$ cat src/rtl/route_sched_if.sv
// Bus between the route sequencer and its neighbours: the UART byte handshake,
// the command handshake toward cmd_cntrl, queue status and FSM debug state.
interface route_sched_if #(
   parameter int DEPTH = 8
);
   logic [7:0]              rx_data;
   logic                    rx_rdy;
   logic                    clr_rx_rdy;
   logic [7:0]              cmd;
   logic                    cmd_rdy;
   logic                    clr_cmd_rdy;
   logic                    in_transit;
   logic                    busy;
   logic [$clog2(DEPTH):0]  q_cnt;
   logic                    q_full;
   logic                    q_empty;
   logic                    ovf;
   logic [2:0]              state_dbg;

   // Handshakes: rx_rdy holds rx_data until clr_rx_rdy is seen at a clock edge;
   // cmd_rdy holds cmd until clr_cmd_rdy is seen at a clock edge.
   modport master (
      input  rx_data, rx_rdy, clr_cmd_rdy, in_transit,
      output clr_rx_rdy, cmd, cmd_rdy, busy, q_cnt, q_full, q_empty, ovf, state_dbg
   );

   modport slave (
      output rx_data, rx_rdy, clr_cmd_rdy, in_transit,
      input  clr_rx_rdy, cmd, cmd_rdy, busy, q_cnt, q_full, q_empty, ovf, state_dbg
   );
endinterface

$ cat src/rtl/route_sched.sv
// Multi-stop route sequencer: queues station IDs from the UART link and issues
// one go command per station to cmd_cntrl, with a dwell between legs.
module route_sched #(
   parameter int DEPTH        = 8,
   parameter int DWELL_CYCLES = 25_000_000
) (
   input logic          clk,
   input logic          rst,
   route_sched_if.master bus
);
   localparam int AW = $clog2(DEPTH);
   localparam int CW = (DWELL_CYCLES > 1) ? $clog2(DWELL_CYCLES) : 1;
   localparam logic [AW:0]   FULL_CNT   = (AW+1)'(DEPTH);
   localparam logic [CW-1:0] DWELL_LOAD = CW'(DWELL_CYCLES - 1);

   localparam logic [2:0] IDLE       = 3'd0;
   localparam logic [2:0] ISSUE      = 3'd1;
   localparam logic [2:0] WAIT_START = 3'd2;
   localparam logic [2:0] TRANSIT    = 3'd3;
   localparam logic [2:0] DWELL      = 3'd4;
   localparam logic [2:0] STOP       = 3'd5;

   logic [2:0]    state;
   logic [5:0]    mem [DEPTH];
   logic [AW-1:0] wr_ptr, rd_ptr;
   logic [AW:0]   cnt;
   logic [CW-1:0] dwell_cnt;
   logic [7:0]    cmd_q;
   logic          cmd_rdy_q;
   logic          ovf_q;

   logic       consume, abort_hit, start_hit, enq_hit;
   logic       full, empty, pop, push;
   logic [1:0] op;

   always_comb begin
      consume   = bus.rx_rdy && (state != STOP);
      op        = bus.rx_data[7:6];
      abort_hit = consume && (op == 2'b00);
      start_hit = consume && (op == 2'b11);
      enq_hit   = consume && (op == 2'b10);
      full      = (cnt == FULL_CNT);
      empty     = (cnt == '0);
      // An abort in the same cycle as the accept wins: the go is dropped, not popped.
      pop       = (state == ISSUE) && cmd_rdy_q && bus.clr_cmd_rdy && !abort_hit && !empty;
      push      = enq_hit && (!full || pop);
   end

   always_ff @(posedge clk) begin
      if (push) mem[wr_ptr] <= bus.rx_data[5:0];
   end

   always_ff @(posedge clk) begin
      if (rst) begin
         wr_ptr <= '0;
         rd_ptr <= '0;
         cnt    <= '0;
         ovf_q  <= 1'b0;
      end else begin
         ovf_q <= enq_hit && full && !pop;
         if (abort_hit) begin
            wr_ptr <= '0;
            rd_ptr <= '0;
            cnt    <= '0;
         end else begin
            if (push) wr_ptr <= wr_ptr + AW'(1);
            if (pop)  rd_ptr <= rd_ptr + AW'(1);
            case ({push, pop})
               2'b10:   cnt <= cnt + (AW+1)'(1);
               2'b01:   cnt <= cnt - (AW+1)'(1);
               default: cnt <= cnt;
            endcase
         end
      end
   end

   always_ff @(posedge clk) begin
      if (rst) begin
         state     <= IDLE;
         cmd_q     <= 8'h00;
         cmd_rdy_q <= 1'b0;
         dwell_cnt <= '0;
      end else begin
         case (state)
            IDLE: begin
               if (start_hit && !empty) state <= ISSUE;
            end
            ISSUE: begin
               if (abort_hit) begin
                  state     <= STOP;
                  cmd_q     <= 8'h00;
                  cmd_rdy_q <= 1'b1;
               end else if (!cmd_rdy_q) begin
                  // First ISSUE cycle presents the head of the queue.
                  cmd_q     <= {2'b01, mem[rd_ptr]};
                  cmd_rdy_q <= 1'b1;
               end else if (bus.clr_cmd_rdy) begin
                  cmd_rdy_q <= 1'b0;
                  state     <= WAIT_START;
               end
            end
            WAIT_START, TRANSIT: begin
               if (abort_hit) begin
                  state     <= STOP;
                  cmd_q     <= 8'h00;
                  cmd_rdy_q <= 1'b1;
               end else if ((state == WAIT_START) && bus.in_transit) begin
                  state <= TRANSIT;
               end else if ((state == TRANSIT) && !bus.in_transit) begin
                  state     <= DWELL;
                  dwell_cnt <= DWELL_LOAD;
               end
            end
            DWELL: begin
               if (abort_hit) begin
                  state     <= IDLE;
                  dwell_cnt <= '0;
               end else if (dwell_cnt == '0) begin
                  state <= empty ? IDLE : ISSUE;
               end else begin
                  dwell_cnt <= dwell_cnt - CW'(1);
               end
            end
            STOP: begin
               if (bus.clr_cmd_rdy) begin
                  cmd_rdy_q <= 1'b0;
                  state     <= IDLE;
               end
            end
            default: state <= IDLE;
         endcase
      end
   end

   assign bus.clr_rx_rdy = consume;
   assign bus.cmd        = cmd_q;
   assign bus.cmd_rdy    = cmd_rdy_q;
   assign bus.busy       = (state != IDLE);
   assign bus.q_cnt      = cnt;
   assign bus.q_full     = full;
   assign bus.q_empty    = empty;
   assign bus.ovf        = ovf_q;
   assign bus.state_dbg  = state;
endmodule
$ cat src/flat_wrapper.sv
// flat-port wrapper written by rule: the top's interface ports become plain ports
module route_sched_flat 
#(
   parameter int DEPTH        = 8,
   parameter int DWELL_CYCLES = 25_000_000
)
  (clk, rst, bus_rx_data, bus_rx_rdy, bus_clr_cmd_rdy, bus_in_transit, bus_clr_rx_rdy, bus_cmd, bus_cmd_rdy, bus_busy, bus_q_cnt, bus_q_full, bus_q_empty, bus_ovf, bus_state_dbg);
  route_sched_if #(.DEPTH(DEPTH)) bus_i ();
  input logic clk;
  input logic rst;
  input wire logic [$bits(bus_i.rx_data)-1:0] bus_rx_data;
  input wire logic [$bits(bus_i.rx_rdy)-1:0] bus_rx_rdy;
  input wire logic [$bits(bus_i.clr_cmd_rdy)-1:0] bus_clr_cmd_rdy;
  input wire logic [$bits(bus_i.in_transit)-1:0] bus_in_transit;
  output wire logic [$bits(bus_i.clr_rx_rdy)-1:0] bus_clr_rx_rdy;
  output wire logic [$bits(bus_i.cmd)-1:0] bus_cmd;
  output wire logic [$bits(bus_i.cmd_rdy)-1:0] bus_cmd_rdy;
  output wire logic [$bits(bus_i.busy)-1:0] bus_busy;
  output wire logic [$bits(bus_i.q_cnt)-1:0] bus_q_cnt;
  output wire logic [$bits(bus_i.q_full)-1:0] bus_q_full;
  output wire logic [$bits(bus_i.q_empty)-1:0] bus_q_empty;
  output wire logic [$bits(bus_i.ovf)-1:0] bus_ovf;
  output wire logic [$bits(bus_i.state_dbg)-1:0] bus_state_dbg;
  assign bus_i.rx_data = bus_rx_data;
  assign bus_i.rx_rdy = bus_rx_rdy;
  assign bus_i.clr_cmd_rdy = bus_clr_cmd_rdy;
  assign bus_i.in_transit = bus_in_transit;
  assign bus_clr_rx_rdy = bus_i.clr_rx_rdy;
  assign bus_cmd = bus_i.cmd;
  assign bus_cmd_rdy = bus_i.cmd_rdy;
  assign bus_busy = bus_i.busy;
  assign bus_q_cnt = bus_i.q_cnt;
  assign bus_q_full = bus_i.q_full;
  assign bus_q_empty = bus_i.q_empty;
  assign bus_ovf = bus_i.ovf;
  assign bus_state_dbg = bus_i.state_dbg;
  route_sched #(.DEPTH(DEPTH), .DWELL_CYCLES(DWELL_CYCLES)) u_core (.clk(clk), .rst(rst), .bus(bus_i));
endmodule
$ cat config.mk
export PLATFORM = sky130hd
export DESIGN_NAME = route_sched_flat
export DESIGN_NICKNAME = d
export VERILOG_FILES = /design/src/rtl/route_sched_if.sv /design/src/rtl/route_sched.sv /design/src/flat_wrapper.sv
export SDC_FILE = /design/constraint.sdc
export NUM_CORES = 1
export LEC_CHECK = 0
export BUFFER_PORTS_ARGS = -buffer_cell sky130_fd_sc_hd__clkbuf_2
export CORE_ASPECT_RATIO = 0.5
export CORE_UTILIZATION = 41
export CTS_CLUSTER_DIAMETER = 30
export DETAILED_ROUTE_END_ITERATION = 8
export PLACE_DENSITY = 0.6
export SYNTH_ARGS = -nofsm -noshare
export SYNTH_HDL_FRONTEND = slang
export SYNTH_SLANG_ARGS = --single-unit
$ cat constraint.sdc
create_clock -name clk -period 2.6 [get_ports clk]
set_input_delay 0.13 -clock clk [delete_from_list [all_inputs] [get_ports clk]]
set_output_delay 0.13 -clock clk [all_outputs]
set_load 0.01 [all_outputs]
After elaboration in Yosys (flattened, before gate mapping)

Memories as Yosys holds them, arrays and structs flattened. A register that Yosys moved wholly into a read port is not among the register bits.
Index checks and enable logic that the tools add are counted.

Output and inout bits: 21
Bits in registers: 48
Memory bits (writable): 48
Memories kept: 1
Logic and storage cells: 105
Input port bits: 13

Memories:

| name       | depth | bits a word | rd ports | clocked after Yosys merged registers in | write ports | line              | source |
|---|---|---|---|---|---|---|---|
| u_core.mem | 8     | 6           | 1        | 1                                       | 1           | route_sched.sv:24 | `logic [5:0] mem [DEPTH];` |

Add/subtract/negate cells: 5
Mux-type cells: 33
Equality and inequality tests: 23
Reduce and logical (&&, ||, !) cells: 35

Operator list:

| cell                  | count |
|---|---|
| $mux 25               | 5 |
| $pmux 25 s2           | 1 |
| $mux 3                | 12 |
| $logic_not 25->1      | 1 |
| $sub 25x1->25 const B | 1 |
| $mux 8                | 3 |
| $pmux 8 s2            | 1 |
| $pmux 3 s5            | 1 |
| $logic_and 1x1->1     | 14 |
| $mux 1                | 8 |
| $pmux 4 s2            | 1 |
| $add 3x1->3 const B   | 2 |
| $eq 2x2->1 const B    | 3 |
| $eq 3x2->1 const B    | 2 |
| $eq 3x3->1 const B    | 2 |
| $ne 2x1->1 const B    | 3 |
| $ne 2x2->1 const B    | 3 |
| $ne 3x1->1 const B    | 2 |
| $ne 3x2->1 const B    | 2 |
| $ne 3x3->1 const B    | 2 |
| $reduce_and 3->1      | 2 |
| $reduce_and 6->1      | 1 |
| $reduce_bool 2->1     | 3 |
| $reduce_bool 3->1     | 2 |
| other kinds (14)      | 19 |

Longest topological paths before layout

Word-level depth: 10
Depth in mapped cells: 10
Mapped depth without buffers: 9

Worst setup path before layout

No wires, ideal clock.

Path kind: register to register
Start: register u_core.state[0], in the netlist u_core.bus.state_dbg[0]
End: memory u_core.mem[4][0] (enable)
Library setup time: 377 ps
Arrival: 2196 ps
Path slack: 27 ps
Period minus slack after synthesis: 2573 ps
Cell stages (with the launch flop): 8
Data required time: 2223 ps
Cells stage by stage: dfxtp_1 > nor2b_1 > buf_2 > nand3_1 > nor3_2 > o21ai_2 > or2_1 > nor3_1

Word-level cells in the longest chain between the ends: 10
Elaborated cells between the ends (all ways): 14
Those cells by class: eq/ne: 2; mux: 2; reduce/logical: 10

RTL lines:

| item                            | line               | source |
|---|---|---|
| start: declaration              | route_sched.sv:23  | `logic [2:0] state;` |
| start signal: assignment        | route_sched.sv:119 | `state <= empty ? IDLE : ISSUE;` |
| $ne 3x3->1                      | route_sched.sv:37  | `consume = bus.rx_rdy && (state != STOP);` |
| $logic_and 1x1->1               | route_sched.sv:37  |  |
| $logic_and 1x1->1               | route_sched.sv:39  | `abort_hit = consume && (op == 2'b00);` |
| $logic_not 1->1                 | route_sched.sv:45  | `pop = (state == ISSUE) && cmd_rdy_q && bus.clr_cmd_rdy && !abort_hit && !empty;` |
| $logic_and 1x1->1 (2 in series) | route_sched.sv:45  |  |
| $logic_or 1x1->1                | route_sched.sv:46  | `push = enq_hit && (!full \|\| pop);` |
| $logic_and 1x1->1 *             | route_sched.sv:46  |  |
| $mux 1 *                        | route_sched.sv:50  | `if (push) mem[wr_ptr] <= bus.rx_data[5:0];` |
| $mux 1 (implied by the code) *  | route_sched.sv:50  |  |
| end: declaration                | route_sched.sv:24  |  |

Mark *: on every way between the ends. The rest lies on a longest branch, timed or not.

Worst setup path in the final report

Start: register u_core.dwell_cnt[0]
End: register u_core.state[1], in the netlist u_core.bus.state_dbg[1]

Word-level cells in the longest chain between the ends: 3

RTL lines:

| item                              | line               | source |
|---|---|---|
| start: declaration                | route_sched.sv:27  | `logic [CW-1:0] dwell_cnt;` |
| start signal: assignment          | route_sched.sv:121 | `dwell_cnt <= dwell_cnt - CW'(1);` |
| $logic_not 25->1                  | route_sched.sv:118 | `end else if (dwell_cnt == '0) begin` |
| $ne 3x1->1 (no source line)       | n/a                |  |
| $reduce_and 6->1 (no source line) | n/a                |  |

No other way between the ends.
A chain may end at the register's enable or synchronous reset.

==> metrics <==
Pwr Density=659 nW/µm²; worst skew pair latency=0.35 ns; distinct cell type count after synthesis=62; DR vias/cell=5.55; dpl cells=600; postcts setup bufs=0; first-pass iteration count of the detailed router=5; n_diodes=0; Core Util, Final=50.7%; initial antenna violation count=0; Async S/R FF share, synth=0%; root buffer cell=clkbuf_16; Max Fclk=435 MHz; Fill cells=929; final net count=489; H-tree depth=3; Detailed Place HPWL=6870 µm; Slew Limit Fails=0; I/O pin cnt=34; Yosys reg bits=98; Die Area=11500 µm²; Synth Area per Inst=10.9 µm²; crit path DAT=2.57 ns; Post-Syn Area=4530 µm²; Post-Route WL=9930 µm; DRC Markers=0; core area=10500 µm²; Port Buffers=32; Syn Inst Count=414; Iter 0 DRT Violations=304; Largest stage delay, worst path=0.44 ns; Peak supply drop=303 µV; slowest cell on the critical path=a221o_1; largest net degree at the start of global routing=29; dominant synthesized flop cell=dfxtp_1; Final setup viols=0; status=finished, final reports clean; sequential area share after synthesis=53.9%; layout cell share with drive strength beyond 1=23.1%; Net Count, Synth=432; Setup CP Type=flop to flop; Reg clk slew, reported paths=0.07 ns; RePlAce Congestion=0.816; DR vias=3417; fin cells=616; Routed Antenna Nets=0; Top delay family on crit path=compound AO/OA/AOI/OAI gates; CTS sink cnt=98; Worst Setup End Kind=flop; Die Height=76.3 µm; Pleak=2.01 nW; Synthesis Warnings=0; Worst Path Required=2.87 ns; Fin Hold WS=0.0260 ns; crit start category=flop; GRT Total Usage=18.5%; post-CTS resize count=0; most frequent cells in the layout=61 x nor2_1, 50 x dfxtp_1, 48 x edfxtp_1; P&R area growth vs syn=17.3%; TNS Setup=0 ns; CTS buffer count=9; die width=151 µm; Tcrit/Tclk final=88.4%; CTS tree=built; Buf+Inv Stages, Crit Path=1; total power=3.50 mW; most common cell after layout, fill and taps aside=nor2_1; EDFF count, synth=48; crit-path max FO=9; Initial Util=43.3%; worst hold path class=input pin to flop; row cnt=26; maximum clock path buffer count=2; CTS hold repair buffers=0; Setup Skew=0.00816 ns; Least-Margin Pin Slew=0.656 ns; vias in the first global route=3173; post-route minimum period=2.30 ns; first-pass GRT wire length=16200 µm; Slew headroom=55.9%; total grt overflow=0; Final Hold Viols=0; crit path cell chain=inv_1 > ha_1 > nor4b_1 > nand4_1 > o21a_1 > a221o_1 > or2_0 > a21oi_1; RSZ-0062 raised after global routing=false; max_cap viols=0; WL/cell=16.1 µm
-- final cells by class --
type | count | area [µm²] | area share, %
tap | 140 | 175 | 3.30
timing repair buffer | 62 | 398 | 7.49
multi-input combinational | 294 | 1990 | 37.5
clock inverter | 7 | 58.8 | 1.11
clock buffer | 9 | 225 | 4.24
sequential | 98 | 2440 | 46.0
inverter | 6 | 22.5 | 0.424
-- where the power goes --
part	total [mW]	switching, mW	leakage, nW	internal, mW
sequential	1.70	0.0370	0.835	1.67
clock	1.28	0.617	0.139	0.666
combinational	0.514	0.312	1.03	0.202
total	3.50	0.966	2.01	2.54
-- per-stage QoR --
step / cell area [µm²] / worst slack, ns
2_1_floorplan: 4530 / 0.0268
3_3_place_gp: 5030 / 0.402
3_5_place_dp: 5030 / 0.354
4_1_cts: 5320 / 0.320
5_1_grt: 5320 / 0.135
6_report: 5320 / 0.300
-- synth_stat cells, drive strengths merged, types with 4 or more instances --
master,n,share of area [%]
a21oi,22,2.5
nand2,24,2.0
nor2,61,5.1
dfxtp,50,22
nor3,22,2.7
xor2,6,1.2
ha,5,1.4
nand3,10,1.1
or3,6,0.83
buf,10,1.1
clkbuf,6,0.50
o22a,4,0.77
inv,6,0.50
a22oi,6,0.99
a31oi,5,0.69
xnor2,8,1.5
nand4,10,1.5
and3,4,0.55
o21ai,22,2.6
nand2b,7,0.97
nor4,10,2.3
mux2,6,1.5
mux4,12,6.0
edfxtp,48,32
-- registers in the layout, indices dropped and copies added (netlist names), named ones only --
| signal | flops |
|---|---|
| u_core.mem | 48 |
| u_core.bus.state_dbg | 3 |
| u_core.rd_ptr | 3 |
| u_core.wr_ptr | 3 |
| u_core.bus.ovf | 1 |
| u_core.bus.cmd_rdy | 1 |
| u_core.bus.cmd | 7 |
| u_core.bus.q_cnt | 4 |
| u_core.dwell_cnt | 25 |
-- logic make-up (layout without fill, tap and decap cells) --
group	after synthesis	count (layout)	synth area share [%]
compound gates	82	82	11.7
xor+xnor	14	14	2.71
fa+ha+maj	5	5	1.38
buf+inv	22	84	2.13
flops	98	98	53.9
mux	21	21	8.12
other cells	1	1	0.0827
simple gates	171	171	20.0
-- per-layer routing --
| layer | up-vias | GRT usage, % | share of wire (%) |
|---|---|---|---|
| met3 | 10 | 4.13 | 4.1 |
| met4 | 0 | 5.40 | 0.99 |
| met5 | - | 0 | 0 |
| li1 | 1674 | - | - |
| met1 | 1666 | 25.8 | 49 |
| met2 | 67 | 28.8 | 46 |
-- final timing paths --
kind,to,from,cells past startpoint,slack [ns]
setup reg to reg,u_core.bus.state_dbg[1],u_core.dwell_cnt[0],8,0.30
setup / recovery,u_core.bus.state_dbg[1],u_core.dwell_cnt[0],8,0.30
hold reg to reg,u_core.dwell_cnt[24],u_core.dwell_cnt[24],1,0.49
hold / removal,u_core.bus.cmd_rdy,bus_clr_cmd_rdy,2,0.03
No activity file was read; power rests on OpenSTA's default activity.
